### config.mk
export PLATFORM = sky130hd
export DESIGN_NAME = uart_rx_param
export DESIGN_NICKNAME = d
export VERILOG_FILES = /design/src/rtl/uart_rx_param.sv
export SDC_FILE = /design/constraint.sdc
export NUM_CORES = 1
export LEC_CHECK = 0
export CAP_MARGIN = 20
export CORE_MARGIN = 2
export CORE_UTILIZATION = 45
export CTS_BUF_LIST = sky130_fd_sc_hd__clkbuf_8 sky130_fd_sc_hd__clkbuf_16
export CTS_CLUSTER_DIAMETER = 120
export CTS_CLUSTER_SIZE = 30
export DETAILED_ROUTE_END_ITERATION = 10
export GPL_TIMING_DRIVEN = 0
export HOLD_SLACK_MARGIN = 0.02
export MAX_ROUTING_LAYER = met4
export PLACE_DENSITY_LB_ADDON = 0.2
export SLEW_MARGIN = 30
export SYNTH_ARGS = -nofsm -noshare
export SYNTH_HDL_FRONTEND = slang
export SYNTH_SLANG_ARGS = --single-unit
export TNS_END_PERCENT = 100
### constraint.sdc
create_clock -name clk -period 2.84 [get_ports clk]
set_input_delay 0.426 -clock clk [delete_from_list [all_inputs] [get_ports clk]]
set_output_delay 0.426 -clock clk [all_outputs]
set_load 0.05 [all_outputs]
### src/rtl/uart_rx_param.sv
// Parametrised oversampling UART receiver: runtime baud/parity/stop select, 3-sample majority vote.
// Optional break detection (adds port brk) is enabled by defining UART_RX_BREAK_DET_EN.
module uart_rx_param #(
    parameter int unsigned CLK_HZ      = 50_000_000,
    parameter int unsigned OVERSAMPLE  = 16,
    parameter int unsigned DATA_BITS   = 8,
    parameter int unsigned SYNC_STAGES = 2
) (
    input  logic                 clk,
    input  logic                 rst_n,
    input  logic [2:0]           baud_set,
    input  logic [1:0]           parity_mode,
    input  logic                 stop2,
    input  logic                 rx,
    output logic [DATA_BITS-1:0] data,
    output logic                 rx_valid,
    output logic                 frame_err,
    output logic                 parity_err,
    output logic                 busy
`ifdef UART_RX_BREAK_DET_EN
    ,
    output logic                 brk
`endif
);

    localparam int unsigned SW = $clog2(OVERSAMPLE);
    localparam int unsigned M  = OVERSAMPLE / 2;
    localparam logic [SW-1:0] S_LO   = SW'(M - 1);
    localparam logic [SW-1:0] S_MID  = SW'(M);
    localparam logic [SW-1:0] S_VOTE = SW'(M + 1);
    localparam logic [SW-1:0] S_END  = SW'(OVERSAMPLE - 1);

    localparam logic [15:0] DIV_9600   = 16'(CLK_HZ / (9600   * OVERSAMPLE) - 1);
    localparam logic [15:0] DIV_19200  = 16'(CLK_HZ / (19200  * OVERSAMPLE) - 1);
    localparam logic [15:0] DIV_38400  = 16'(CLK_HZ / (38400  * OVERSAMPLE) - 1);
    localparam logic [15:0] DIV_57600  = 16'(CLK_HZ / (57600  * OVERSAMPLE) - 1);
    localparam logic [15:0] DIV_115200 = 16'(CLK_HZ / (115200 * OVERSAMPLE) - 1);

    typedef enum logic [2:0] {IDLE, START, DATA, PARITY, STOP} state_t;

    state_t                 r_state;
    logic [SYNC_STAGES-1:0] r_sync;
    logic                   r_rxs_d;
    logic [15:0]            r_div_cnt;
    logic [SW-1:0]          r_s;
    logic [3:0]             r_bit;
    logic                   r_smp0;
    logic                   r_smp1;
    logic [DATA_BITS-1:0]   r_shift;
    logic                   r_pbit;
    logic                   r_stop_idx;
    logic                   r_ferr_acc;
    logic                   r_arm;
    logic [2:0]             r_baud;
    logic [1:0]             r_par;
    logic                   r_stop2;

    logic        w_rxs;
    logic        w_fall;
    logic        w_tick;
    logic        w_vote;
    logic [15:0] w_div_max;
    logic        w_par_en;
    logic        w_par_x;
    logic        w_pe;
    logic        w_fe;

    assign w_rxs    = r_sync[SYNC_STAGES-1];
    assign w_fall   = r_rxs_d & ~w_rxs;
    assign w_tick   = (r_state != IDLE) && (r_div_cnt == w_div_max);
    assign w_vote   = (r_smp0 & r_smp1) | (r_smp0 & w_rxs) | (r_smp1 & w_rxs);
    assign w_par_en = (r_par == 2'd1) || (r_par == 2'd2);
    assign w_par_x  = (^r_shift) ^ r_pbit;
    assign w_pe     = w_par_en && ((r_par == 2'd1) ? w_par_x : ~w_par_x);
    assign w_fe     = r_ferr_acc | ~w_vote;

    always_comb begin
        w_div_max = DIV_9600;
        case (r_baud)
            3'd1:    w_div_max = DIV_19200;
            3'd2:    w_div_max = DIV_38400;
            3'd3:    w_div_max = DIV_57600;
            3'd4:    w_div_max = DIV_115200;
            default: w_div_max = DIV_9600;
        endcase
    end

`ifdef UART_RX_BREAK_DET_EN
    logic r_stop_hi;
    logic w_brk;
    assign w_brk = (r_shift == '0) && !(w_par_en && r_pbit) && !r_stop_hi && !w_vote;
`endif

    always_ff @(posedge clk or negedge rst_n) begin
        if (!rst_n) begin
            r_sync  <= '1;
            r_rxs_d <= 1'b1;
        end else begin
            r_sync  <= {r_sync[SYNC_STAGES-2:0], rx};
            r_rxs_d <= w_rxs;
        end
    end

    // Counter held at zero while idle so the first tick lands DIV+1 clocks after the start edge.
    always_ff @(posedge clk or negedge rst_n) begin
        if (!rst_n) begin
            r_div_cnt <= '0;
        end else if (r_state == IDLE || w_tick) begin
            r_div_cnt <= '0;
        end else begin
            r_div_cnt <= r_div_cnt + 16'd1;
        end
    end

    always_ff @(posedge clk or negedge rst_n) begin
        if (!rst_n) begin
            r_state    <= IDLE;
            r_s        <= '0;
            r_bit      <= '0;
            r_smp0     <= 1'b1;
            r_smp1     <= 1'b1;
            r_shift    <= '0;
            r_pbit     <= 1'b0;
            r_stop_idx <= 1'b0;
            r_ferr_acc <= 1'b0;
            r_arm      <= 1'b1;
            r_baud     <= '0;
            r_par      <= '0;
            r_stop2    <= 1'b0;
            data       <= '0;
            rx_valid   <= 1'b0;
            frame_err  <= 1'b0;
            parity_err <= 1'b0;
            busy       <= 1'b0;
`ifdef UART_RX_BREAK_DET_EN
            r_stop_hi  <= 1'b0;
            brk        <= 1'b0;
`endif
        end else begin
            rx_valid <= 1'b0;
`ifdef UART_RX_BREAK_DET_EN
            brk      <= 1'b0;
`endif
            if (w_rxs) begin
                r_arm <= 1'b1;
            end
            if (w_tick) begin
                r_s <= (r_s == S_END) ? '0 : r_s + 1'b1;
                if (r_s == S_LO)  r_smp0 <= w_rxs;
                if (r_s == S_MID) r_smp1 <= w_rxs;
            end

            case (r_state)
                IDLE: begin
                    if (w_fall && r_arm) begin
                        r_state <= START;
                        busy    <= 1'b1;
                        r_baud  <= baud_set;
                        r_par   <= parity_mode;
                        r_stop2 <= stop2;
                        r_s     <= '0;
                        r_bit   <= '0;
                    end
                end
                START: begin
                    if (w_tick) begin
                        if (r_s == S_VOTE && w_vote) begin
                            r_state <= IDLE;
                            busy    <= 1'b0;
                        end else if (r_s == S_END) begin
                            r_state <= DATA;
                        end
                    end
                end
                DATA: begin
                    if (w_tick) begin
                        if (r_s == S_VOTE) begin
                            r_shift <= {w_vote, r_shift[DATA_BITS-1:1]};
                        end
                        if (r_s == S_END) begin
                            if (r_bit == 4'(DATA_BITS - 1)) begin
                                r_state    <= w_par_en ? PARITY : STOP;
                                r_stop_idx <= 1'b0;
                                r_ferr_acc <= 1'b0;
                                r_pbit     <= 1'b0;
`ifdef UART_RX_BREAK_DET_EN
                                r_stop_hi  <= 1'b0;
`endif
                            end else begin
                                r_bit <= r_bit + 4'd1;
                            end
                        end
                    end
                end
                PARITY: begin
                    if (w_tick) begin
                        if (r_s == S_VOTE) r_pbit  <= w_vote;
                        if (r_s == S_END)  r_state <= STOP;
                    end
                end
                STOP: begin
                    if (w_tick) begin
                        // Final stop bit completes at its vote tick so back-to-back frames can re-arm.
                        if (r_s == S_VOTE && r_stop_idx == r_stop2) begin
                            r_state    <= IDLE;
                            busy       <= 1'b0;
                            data       <= r_shift;
                            frame_err  <= w_fe;
                            parity_err <= w_pe;
                            rx_valid   <= 1'b1;
                            r_arm      <= ~w_fe;
`ifdef UART_RX_BREAK_DET_EN
                            if (w_brk) begin
                                rx_valid  <= 1'b0;
                                frame_err <= 1'b1;
                                brk       <= 1'b1;
                            end
`endif
                        end else if (r_s == S_VOTE) begin
                            r_ferr_acc <= r_ferr_acc | ~w_vote;
`ifdef UART_RX_BREAK_DET_EN
                            r_stop_hi  <= r_stop_hi | w_vote;
`endif
                        end else if (r_s == S_END) begin
                            r_stop_idx <= 1'b1;
                        end
                    end
                end
                default: r_state <= IDLE;
            endcase
        end
    end

endmodule

==> summary.md <==
| Metric | Value |
|---|---|
| Pre-Repair DR Iteration Count | `4` |
| Cts hold-fix bufs | `1` |
| Share of layout cells above drive strength 1 | `between 10% and 20%` |
| Final min period | `about 2.6 ns` |
| Final HPWL DP | `between 4000 and 5000 um` |
| Mapped Area | `~3300 sq um` |
| Hold_sp | `r_sync[0]` |
| Yosys cell types | `54` |
| Status | `completed` |
| Relative slew slack | `55.7%` |
| Total gr overflow | `0` |
| Ys async rst share | `100%` |
| GRT Overall Usage | `18.5%` |
| CP Launch Point | `r_baud[1]` |
| Area leader, netlist | `dfrtp_1` |
| Pwr per Cell Area | `750 nW/um^2` |
| Clk buf depth | `2` |
| Crit-path max FO | `10` |
| Clock skew | `~0.008 ns` |
| Tcrit/Tclk final | `roughly nine tenths` |
| CTS root buf | `clkbuf_8` |
| Post-Route WL | `around 6700 um` |
| WHS | `0.358 ns` |
| Fin. max-slew vios | `0` |
| CTS tree | `yes` |
| Initial antenna violation count | `0` |
| Area of the multi-input gates | `1630 sq um` |
| # H-tree levels | `3` |
| Commonest cells post-synth | `dfrtp_1, nor2_1, nand2_1, xnor2_1, nand3_1` |
| Die Ht | `89.8 um` |
| Synth Instances | `roughly 330` |
| DP Cell Count | `449` |
| Vias in the first global route | `2454` |
| Clk_lat worst skew | `0.34 ns` |
| WL per Instance | `14.3 um` |
| Hold path depth | `0` |
| Worst-Margin Slew | `roughly 0.66 ns` |
| Max VDD drop | `a little over 0.6 mV` |
| Final Hold Viols | `0` |
| LEAKAGE | `1.70 nW` |
| Register Area | `1560 sq um` |
| Post-DRT Antenna Nets | `0` |
| Worst reg-to-reg path cell count | `8` |
| Initial Util | `46.1%` |
| EDFF count, synth | `0` |
| GPL Wtd Cong | `roughly 0.9` |
| Worst hold path class | `flop to flop` |
| Synth Register Bits | `62` |
| CTS resizes | `0` |
| Worst-path clk slew | `0.07 ns` |
| Most frequent cell after synthesis | `dfrtp_1` |
| Final nets | `377` |
| Ranking of synthesized cells by area | `dfrtp_1, dfstp_2, nor2_1` |
| Critical Path Stages | `8` |
| Syn_area_per_cell | `10.1 sq um` |
| DR vias/cell | `5.35` |
| PnR Total Power | `2.89 mW` |
| R2r startpoint | `r_baud[1]` |
| Sequential-to-total area share from yosys stat | `47.1%` |
| RSZ-0062 raised after global routing | `no` |
| Synth-to-Final Area Change | `16.4%` |
| Final core occ | `53.7%` |
| Slowest CP cell | `or3_1` |
| Max incr delay on CP | `0.38 ns` |
| Final setup violation count | `0` |
| CTS buffer count | `9` |
| FILL cells | `654` |
| Synth Net Count | `344` |
| CP Launch Type | `flop` |
| # IOs | `21` |
| CP Capture Type | `flop` |
| Fmax achieved | `0.388 GHz` |
| Die area | `8060 sq um` |
| Arr. time, crit path | `2.85 ns` |
| PortBufs | `20` |
| Crit path kind | `flop to flop` |
| Yosys top cell area share | `42.3%` |
| Core Rows | `31` |
| Ys Warns | `0` |
| Top delay family on crit path | `simple AND/OR/NAND/NOR gates` |
| Largest net degree at the start of global routing | `43` |
| Vias | `2491` |
| Buf+Inv Stages, Crit Path | `1` |
| Initial DRC count | `168` |
| Final Non-Filler Cells | `between 400 and 500` |
| Required time worst endpoint | `3.11 ns` |
| Setup bufs post-CTS | `0` |
| CTS Sinks | `62` |
| First-pass GRT wire length | `11600 um` |
| Synth Flop Type | `dfrtp_1` |
| Die Wd | `approximately 90 um` |
| Antenna diodes | `0` |
| Critical path, cell by cell | `buf_6, nor2b_1, or3_1, a221oi_2, and2_1, nand2_1, nor4_1, mux2_2` |
| Core Area | `between 7000 and 8000 sq um` |
| Max Cap Viol | `0` |
| Post-route DRC | `0` |
[layer usage]
metal	track usage, %	wire length (um)	vias to the layer above
li1	-	-	1216
met1	23.9	3140	1210
met2	28.4	3150	55
met3	4.61	300	10
met4	6.79	80	0
met5	-	0	-
[power by group]
part	total, mW	switching, mW	internal, mW
clock network	0.760	0.360	0.400
logic	1.02	0.612	0.404
registers	1.11	0.108	1.00
[worst paths after layout]
check                      slack (ns)        end
max in group asynchronous        1.75     r_smp1
hold / removal                   0.36  r_sync[1]
min in group asynchronous        0.52   r_bit[2]
hold reg to reg                  0.36  r_sync[1]
setup reg to reg                 0.26     r_smp0
setup / recovery                 0.26     r_smp0
[flip-flops by register name, summed over array words and instances, names as in the netlist, 2 cells and up]
signal	count
data	8
r_baud	3
r_bit	4
r_div_cnt	16
r_par	2
r_s	4
r_shift	8
r_state	3
r_sync	2
[area by class of cell]
cell class | instances | area share [%]
multi-input combinational | 243 | 42.3
sequential | 62 | 40.5
timing repair buffer | 22 | 5.91
clock buffer | 9 | 3.22
tap | 99 | 3.22
buffer | 15 | 2.27
clock inverter | 7 | 1.72
inverter | 9 | 0.877
[per-stage QoR]
step / TNS, ns / cell area (sq um) / worst slack, ns
global route: 0 / 3850 / 0.112
floorplan: 0 / 3310 / 0.506
finish: 0 / 3850 / 0.262
CTS: 0 / 3850 / 0.260
detailed placement: 0 / 3650 / 0.273
global placement: -39.35 / 3630 / -0.708
[cell families (layout without fill, tap and decap cells)]
family	count (synthesis)	count (layout)	share of synthesized area, %
simple gates	141	141	21.1
flops	62	62	47.1
mux	22	22	8.24
fa+ha+maj	7	7	2.57
xor+xnor	26	26	6.88
compound gates	47	47	10.4
buf+inv	24	62	3.67
[worst reg2reg max path, stage by stage (launching register included)]
cell and delay (ns):
dfrtp_1 0.37, buf_6 0.14, nor2b_1 0.18, or3_1 0.38, a221oi_2 0.28, and2_1 0.20, nand2_1 0.22, nor4_1 0.38
mux2_2 0.38
[cell usage in the layout, fill, tap and decap left out, types with 3 or more instances in the layout]
cell / n
dfrtp_1: 56
nor2_1: 42
nand2_1: 34
clkdlybuf4s50_1: 19
xnor2_1: 18
nand3_1: 15
inv_1: 10
clkbuf_1: 10
o21ai_0: 10
mux2_2: 10
clkbuf_8: 9
nor3_1: 8
xor2_1: 8
a21oi_1: 7
and3_1: 7
mux2_4: 7
ha_1: 6
dfstp_2: 6
or3_1: 5
nor2b_1: 5
and2_1: 5
nand4_1: 5
buf_6: 4
o31ai_1: 4
mux2_1: 4
o211ai_1: 3
clkinv_2: 3
Note: power is estimated with default switching activity, not from simulation.
